### config.mk
export PLATFORM = sky130hd
export DESIGN_NAME = ex_muldiv
export DESIGN_NICKNAME = d
export VERILOG_FILES = /design/src/rtl/ex_muldiv_pkg.sv /design/src/rtl/ex_muldiv_div_step.sv /design/src/rtl/ex_muldiv.sv
export SDC_FILE = /design/constraint.sdc
export NUM_CORES = 2
export LEC_CHECK = 0
export ABC_AREA = 1
export CORE_UTILIZATION = 50
export CTS_CLUSTER_SIZE = 28
export DETAILED_ROUTE_END_ITERATION = 8
export PLACE_DENSITY = 0.67
export SLEW_MARGIN = 10
export SYNTH_ARGS = -nofsm -noshare
export SYNTH_HDL_FRONTEND = slang
export SYNTH_SLANG_ARGS = --single-unit
### constraint.sdc
create_clock -name clk -period 11.4 [get_ports clk]
set_input_delay 2.28 -clock clk [delete_from_list [all_inputs] [get_ports clk]]
set_output_delay 2.28 -clock clk [all_outputs]
set_load 0.005 [all_outputs]
### src/rtl/ex_muldiv_pkg.sv
// Shared types and op-classification helpers for the EX-stage multiply/divide unit.
// The decoder produces Muldiv_op_t; ex_muldiv turns unknown encodings into MD_MULTU.
package ex_muldiv_pkg;

  localparam int XLEN = 32;

  typedef logic [2*XLEN-1:0] Doubleword_t;

  typedef enum logic [3:0] {
    MD_MULT  = 4'd0,
    MD_MULTU = 4'd1,
    MD_DIV   = 4'd2,
    MD_DIVU  = 4'd3,
    MD_MADD  = 4'd4,
    MD_MADDU = 4'd5,
    MD_MSUB  = 4'd6,
    MD_MSUBU = 4'd7
  } Muldiv_op_t;

  typedef enum logic [2:0] {
    ST_IDLE,
    ST_MUL,
    ST_DIV,
    ST_FIX,
    ST_DONE
  } Muldiv_state_t;

  // Encodings outside the enum fall back to an unsigned multiply so no X escapes.
  function automatic Muldiv_op_t decode_op(input logic [3:0] raw);
    case (raw)
      4'd0:    return MD_MULT;
      4'd2:    return MD_DIV;
      4'd3:    return MD_DIVU;
      4'd4:    return MD_MADD;
      4'd5:    return MD_MADDU;
      4'd6:    return MD_MSUB;
      4'd7:    return MD_MSUBU;
      default: return MD_MULTU;
    endcase
  endfunction

  function automatic logic is_div_op(input Muldiv_op_t op);
    return (op == MD_DIV) || (op == MD_DIVU);
  endfunction

  function automatic logic is_signed_md(input Muldiv_op_t op);
    return (op == MD_MULT) || (op == MD_DIV) || (op == MD_MADD) || (op == MD_MSUB);
  endfunction

  function automatic logic is_acc_md(input Muldiv_op_t op);
    return (op == MD_MADD) || (op == MD_MADDU) || (op == MD_MSUB) || (op == MD_MSUBU);
  endfunction

  function automatic logic is_sub_md(input Muldiv_op_t op);
    return (op == MD_MSUB) || (op == MD_MSUBU);
  endfunction

endpackage

### src/rtl/ex_muldiv_div_step.sv
// One iteration of restoring division: shifts DIV_BITS dividend bits into the
// partial remainder and retires the matching quotient bits into the dividend register.
module muldiv_div_step
  import ex_muldiv_pkg::*;
#(
  parameter int WIDTH    = 32,
  parameter int DIV_BITS = 1
) (
  input  logic [WIDTH-1:0] rem_in,
  input  logic [WIDTH-1:0] dvd_in,
  input  logic [WIDTH-1:0] divisor,
  output logic [WIDTH-1:0] rem_out,
  output logic [WIDTH-1:0] dvd_out
);

  logic [WIDTH:0]   trial;
  logic [WIDTH-1:0] rem;
  logic [WIDTH-1:0] dvd;

  // The remainder stays below the divisor, so the trial value always fits in WIDTH+1 bits.
  always_comb begin
    rem   = rem_in;
    dvd   = dvd_in;
    trial = '0;
    for (int i = 0; i < DIV_BITS; i++) begin
      trial = {rem, dvd[WIDTH-1]};
      dvd   = {dvd[WIDTH-2:0], 1'b0};
      if (trial >= {1'b0, divisor}) begin
        trial  = trial - {1'b0, divisor};
        dvd[0] = 1'b1;
      end
      rem = trial[WIDTH-1:0];
    end
    rem_out = rem;
    dvd_out = dvd;
  end

endmodule

### src/rtl/ex_muldiv.sv
// Multi-cycle multiply / divide / multiply-accumulate unit for EX. Holds the pipeline
// via stallreq and pulses done for one cycle while hi_o/lo_o carry the result.
module ex_muldiv
  import ex_muldiv_pkg::*;
#(
  parameter int WIDTH      = 32,
  parameter int MUL_STAGES = 2,
  parameter int DIV_BITS   = 1
) (
  input  logic               clk,
  input  logic               rst,
  input  logic               start,
  input  logic [3:0]         op,
  input  logic [WIDTH-1:0]   src_a,
  input  logic [WIDTH-1:0]   src_b,
  input  logic [2*WIDTH-1:0] hilo_in,
  input  logic               flush,
  output logic               stallreq,
  output logic               done,
  output logic [WIDTH-1:0]   hi_o,
  output logic [WIDTH-1:0]   lo_o
);

  localparam int DIV_CYCLES = WIDTH / DIV_BITS;
  localparam int CNT_MAX    = (DIV_CYCLES > MUL_STAGES) ? DIV_CYCLES : MUL_STAGES;
  localparam int CNT_W      = $clog2(CNT_MAX + 1);
  localparam logic [CNT_W-1:0] MUL_LAST = CNT_W'(MUL_STAGES - 1);
  localparam logic [CNT_W-1:0] DIV_LAST = CNT_W'(DIV_CYCLES - 1);

  Muldiv_state_t state, next_state;
  Muldiv_op_t    op_d, op_q;

  logic               sgn_d, accept, stall_raw, div_zero;
  logic [WIDTH-1:0]   abs_a, abs_b;
  logic [WIDTH-1:0]   mag_a, mag_b, rem_q, dvd_q, rem_nx, dvd_nx;
  logic [WIDTH-1:0]   hi_q, lo_q;
  logic [2*WIDTH-1:0] hilo_q, prod, sprod, mul_comb, mul_tap;
  logic               neg_q, sign_a_q;
  logic [CNT_W-1:0]   cnt;

  assign op_d     = decode_op(op);
  assign sgn_d    = is_signed_md(op_d);
  assign abs_a    = (sgn_d && src_a[WIDTH-1]) ? -src_a : src_a;
  assign abs_b    = (sgn_d && src_b[WIDTH-1]) ? -src_b : src_b;
  assign div_zero = is_div_op(op_d) && (src_b == '0);

  always_ff @(posedge clk or negedge rst) begin
    if (!rst) state <= ST_IDLE;
    else      state <= next_state;
  end

  always_comb begin
    next_state = state;
    stall_raw  = 1'b0;
    done       = 1'b0;
    accept     = 1'b0;
    if (flush) begin
      next_state = ST_IDLE;
    end else begin
      case (state)
        ST_IDLE: if (start) begin
          accept    = 1'b1;
          stall_raw = 1'b1;
          if (div_zero)               next_state = ST_DONE;
          else if (is_div_op(op_d))   next_state = ST_DIV;
          else                        next_state = ST_MUL;
        end
        ST_MUL: begin
          stall_raw = 1'b1;
          if (cnt == MUL_LAST) next_state = ST_DONE;
        end
        ST_DIV: begin
          stall_raw = 1'b1;
          if (cnt == DIV_LAST) next_state = ST_FIX;
        end
        ST_FIX: begin
          stall_raw  = 1'b1;
          next_state = ST_DONE;
        end
        ST_DONE: begin
          done       = 1'b1;
          next_state = ST_IDLE;
        end
        default: next_state = ST_IDLE;
      endcase
    end
  end

  // A start held across reset must not stall the pipeline while the unit is held in reset.
  assign stallreq = stall_raw & rst;

  assign prod  = {{WIDTH{1'b0}}, mag_a} * {{WIDTH{1'b0}}, mag_b};
  assign sprod = neg_q ? -prod : prod;

  always_comb begin
    mul_comb = sprod;
    if (is_acc_md(op_q)) mul_comb = is_sub_md(op_q) ? (hilo_q - sprod) : (hilo_q + sprod);
  end

  // The final result register is the last multiplier stage; earlier stages live here.
  generate
    if (MUL_STAGES == 1) begin : g_mul_one
      assign mul_tap = mul_comb;
    end else begin : g_mul_pipe
      logic [2*WIDTH-1:0] pipe [MUL_STAGES-1];
      always_ff @(posedge clk or negedge rst) begin
        if (!rst) begin
          for (int i = 0; i < MUL_STAGES - 1; i++) pipe[i] <= '0;
        end else begin
          pipe[0] <= mul_comb;
          for (int i = 1; i < MUL_STAGES - 1; i++) pipe[i] <= pipe[i-1];
        end
      end
      assign mul_tap = pipe[MUL_STAGES-2];
    end
  endgenerate

  muldiv_div_step #(.WIDTH(WIDTH), .DIV_BITS(DIV_BITS)) u_div_step (
    .rem_in  (rem_q),
    .dvd_in  (dvd_q),
    .divisor (mag_b),
    .rem_out (rem_nx),
    .dvd_out (dvd_nx)
  );

  always_ff @(posedge clk or negedge rst) begin
    if (!rst) begin
      op_q     <= MD_MULT;
      hilo_q   <= '0;
      mag_a    <= '0;
      mag_b    <= '0;
      rem_q    <= '0;
      dvd_q    <= '0;
      neg_q    <= 1'b0;
      sign_a_q <= 1'b0;
      cnt      <= '0;
      hi_q     <= '0;
      lo_q     <= '0;
    end else begin
      if (accept) begin
        op_q     <= op_d;
        hilo_q   <= hilo_in;
        mag_a    <= abs_a;
        mag_b    <= abs_b;
        dvd_q    <= abs_a;
        rem_q    <= '0;
        neg_q    <= sgn_d & (src_a[WIDTH-1] ^ src_b[WIDTH-1]);
        sign_a_q <= sgn_d & src_a[WIDTH-1];
        cnt      <= '0;
        if (div_zero) begin
          hi_q <= src_a;
          lo_q <= '1;
        end
      end
      if (state == ST_MUL || state == ST_DIV) cnt <= cnt + CNT_W'(1);
      if (state == ST_DIV) begin
        rem_q <= rem_nx;
        dvd_q <= dvd_nx;
      end
      if (!flush && state == ST_MUL && cnt == MUL_LAST) {hi_q, lo_q} <= mul_tap;
      // Quotient sign follows the operand signs; remainder takes the dividend's sign.
      if (!flush && state == ST_FIX) begin
        lo_q <= neg_q ? -dvd_q : dvd_q;
        hi_q <= sign_a_q ? -rem_q : rem_q;
      end
    end
  end

  assign hi_o = hi_q;
  assign lo_o = lo_q;

endmodule

==> out/qor.yml <==
synth:
  synthSimpleGateAreaFrac_pct: 24.5
  ys_ff_latch: 333
  avgSynthCellArea_sq_um: 6.96
  synth_top_family_by_area: "adder cells"
  synth.area.mux_share_pct: 0
  yosysUniqueCellTypes: 58
  synth_warnings: 0
  yosysSeqAreaShare_pct: 13.4
  synth_compound_area_share_pct: 8.12
  ys.flop_type: "dfrtp_1"
  async_flop_share_pct: 100
  synthXorXnorAreaFrac_pct: 2.26
  synth_edf_count: 0
  synth_area_sq_um: 62300
  synth_fa_ha_area_share_pct: 36.2
  synthCells: 8949
  synthesis.nets: 10300
worst_setup_path:
  worst-path-buf-inv: 9
  reg2reg_slack_ps: 440
  r2r-start: "mag_a[15]$_DFFE_PN0P_"
  startpoint_type: "flop"
  reg2regPathDepth: 46
  cp_max_fo: 8
  crit_family: "adder cells"
  r2r-end: "g_mul_pipe.pipe[49]$_DFF_PN0_"
  max_stage_delay_ps: 620
  critPathKind: "reg -> reg"
  critical_path_arrival_ps: 11420
  critical_path_required_ps: 11860
  critPathSlowestCell: "fa_1"
  cpMostUsedCell: "nand2_1"
  cp.depth: 46
  endpoint_kind: "flop"
timing:
  relSlewSlack_pct: 20.9
  max_freq_mhz: 91.2
  hold_viol_final: 0
  finalCriticalPeriod_ps: 10960
  slew_viol_final: 0
  skew_ps: 64.1
  fin_crit_sh_pct: 96.1
  tightest_slew_ps: 1180
  final-setup-viol-count: 0
worst_hold_path:
  hold_path_depth: 2
  min_path_type: "reg -> reg"
  min_to: "hi_o[9]$_DFFE_PN0P_"
  hold_path_startpoint: "hi_o[9]$_DFFE_PN0P_"
clocking:
  cts_tree: "done"
  cts_hold_buf: 0
  ctsHtreeMaxLevel: 2
  clock_latency_ps: 660
  cts_buffer_depth: 3
  cts_num_sinks: 333
  clk_pin_slew_ps: 60
  clock_tree.root_cell: "clkbuf_16"
  numCtsBuffers: 44
global_route:
  grt_overflow: 0
  grt_antenna_before_repair: 3
  grtUsageTotal_pct: 35.4
  grt_max_degree: 103
  grt_pass1_vias: 58800
  grt_pass1_wl_um: 343000
routing:
  wl_per_cell_um: 19.8
  drt_iter0_drc: 5597
  firstDrtPassIters: 7
  viasPerCell: 5.30
  drc: 0
  final_antenna_net_count: 0
  finalWirelength_um: 220000
  via_count: 58600
cells_and_area:
  antenna_cells: 0
  num-nets-final: 10800
  fin_area_sq_um: 71600
  syn_to_final_growth_pct: 14.8
  layout-drive-gt1-share_pct: 9.93
  fin_util_pct: 57.9
placement:
  io_buffers: 201
  dp_hpwl_um: 186000
  placed_area_sq_um: 69400
  place_congestion: 1.02
floorplan:
  die_y_um: 355
  dieArea_sq_um: 126000
  die_w_um: 355
  core_sq_um: 124000
  num_rows: 129
  ioPinCount: 202
  initial_utilization_pct: 50.4
outcome:
  outcome: "finished, final reports clean"
run:
  drv_cap: 0
-- worst min-delay path: stages (launching register included) --
cell and delay (ps):
dfrtp_1 340, nand2_1 60, nand2_1 50
-- cell families (layout without fill, tap and decap cells) --
| family | Yosys count | count (layout) |
|---|---|---|
| fa+ha+maj | 1264 | 1264 |
| flops | 333 | 333 |
| compound gates | 895 | 895 |
| buf+inv | 2581 | 3061 |
| xor+xnor | 159 | 159 |
| simple gates | 3717 | 3717 |
-- per-stage QoR --
| step | setup TNS [ps] | hold WS (ps) | instances | setup WS, ps |
|---|---|---|---|---|
| 2_1_floorplan | 0 | 448 | 8949 | 2010 |
| 3_3_place_gp | -1450 | 463 | 11000 | -474 |
| 3_5_place_dp | -925 | 466 | 11000 | -339 |
| 4_1_cts | 0 | 483 | 11100 | 1.25 |
| 5_1_grt | -88.0 | 502 | 11100 | -25.9 |
| 6_report | 0 | 480 | 11100 | 439 |
-- cells in the mapped netlist (3+ instances only) --
cell         n  area, sq um
nand3b_1    15          113
buf_1       12         45.0
o22ai_1     12         75.1
ha_1       366         4580
nand2_4      5         56.3
o211ai_1    16          120
buf_2       12         60.1
dfrtp_1    333         8330
a21oi_1    285         1430
inv_1     2174         8160
o31ai_1      9         67.6
o221ai_1    55          482
o21a_1      14          105
or2_2       27          169
fa_1       898        18000
nand4_1     48          300
xnor2_1     40          350
o21ai_1     16         80.1
clkinv_1     4         15.0
a221oi_1     7         61.3
nand3_2     22          220
nand3_1    312         1560
o21ai_2      3         26.3
nand2_2     43          269
nor2_1     474         1780
xor2_1     118         1030
buf_4        6         45.0
nor3_1      75          375
a21o_1      10         75.1
nor2_2      32          200
a21boi_0     9         67.6
nor4_1      13         81.3
a31oi_1     55          344
o21ai_0    376         1880
o21bai_1    12         90.1
nand2_1   2629         9870
clkbuf_1   348         1310
nor2_4      13          146
inv_2       25         93.8
-- state kept, by name (all words and copies together), names as in the netlist --
name             flops
g_mul_pipe.pipe     64
neg_q                1
rem_q               32
state                3
hilo_q              64
cnt                  6
sign_a_q             1
op_q                 2
mag_b               32
lo_o                32
hi_o                32
mag_a               32
dvd_q               32
-- cells in the final DEF, fill, tap and decap left out, types with 27 or more instances in the layout --
cell type,Yosys,final
a31oi_1,55,53
nand2_2,43,49
nand3_1,312,310
dfrtp_1,333,296
clkbuf_16,0,44
buf_4,6,552
a21oi_1,285,281
xnor2_1,40,38
o221ai_1,55,55
or2_2,27,27
nand4_1,48,48
nor3_1,75,73
fa_1,898,895
inv_1,2174,2171
ha_1,366,355
nor2_2,32,45
nand2_1,2629,2621
o21ai_0,376,365
nor2_1,474,455
xor2_1,118,115
clkdlybuf4s50_1,0,200
dfrtp_2,0,29
-- routing by layer --
| metal | part of all wire (%) | vias to the layer above | GRT usage, % |
|---|---|---|---|
| met5 | 0.0055 | - | 0 |
| met4 | 5.0 | 2 | 14.5 |
| met2 | 45 | 2357 | 56.0 |
| met3 | 7.9 | 372 | 4.79 |
| met1 | 42 | 28500 | 48.8 |
| li1 | - | 27400 | - |
-- worst max-delay path by stage --
| stage | from | endpoint | slack, ps |
|---|---|---|---|
| final | mag_a[15]$_DFFE_PN0P_ | g_mul_pipe.pipe[49]$_DFF_PN0_ | 440 |
| after global routing | mag_a[15]$_DFFE_PN0P_ | g_mul_pipe.pipe[55]$_DFF_PN0_ | -30 |
| after CTS | mag_a[21]$_DFFE_PN0P_ | g_mul_pipe.pipe[56]$_DFF_PN0_ | 1 |
| after detailed placement | mag_a[13]$_DFFE_PN0P_ | g_mul_pipe.pipe[56]$_DFF_PN0_ | -340 |
| after global placement | mag_a[9]$_DFFE_PN0P_ | g_mul_pipe.pipe[56]$_DFF_PN0_ | -470 |
| after floorplan | mag_b[6]$_DFFE_PN0P_ | g_mul_pipe.pipe[57]$_DFF_PN0_ | 2010 |
-- layout make-up --
class                           count  area (sq um)
Clock buffer                       51          1180
Clock inverter                     29           449
Fill cell                       11900         52100
Inverter                         2203          8270
Multi-Input combinational cell   6035         44600
Sequential cell                   333          8400
Tap cell                         1637          2050
Timing Repair Buffer              778          6620
-- repair_timing --
item | 4_1_cts | 5_1_grt
setup endpoints to repair | 4 | 26
buffers inserted | 1 | 13
pin swaps | 1 | 14
gates resized for setup | 9 | 125
Power is not shown: default switching activity piles up to over one toggle a cycle in this logic, so the estimate is an artifact.
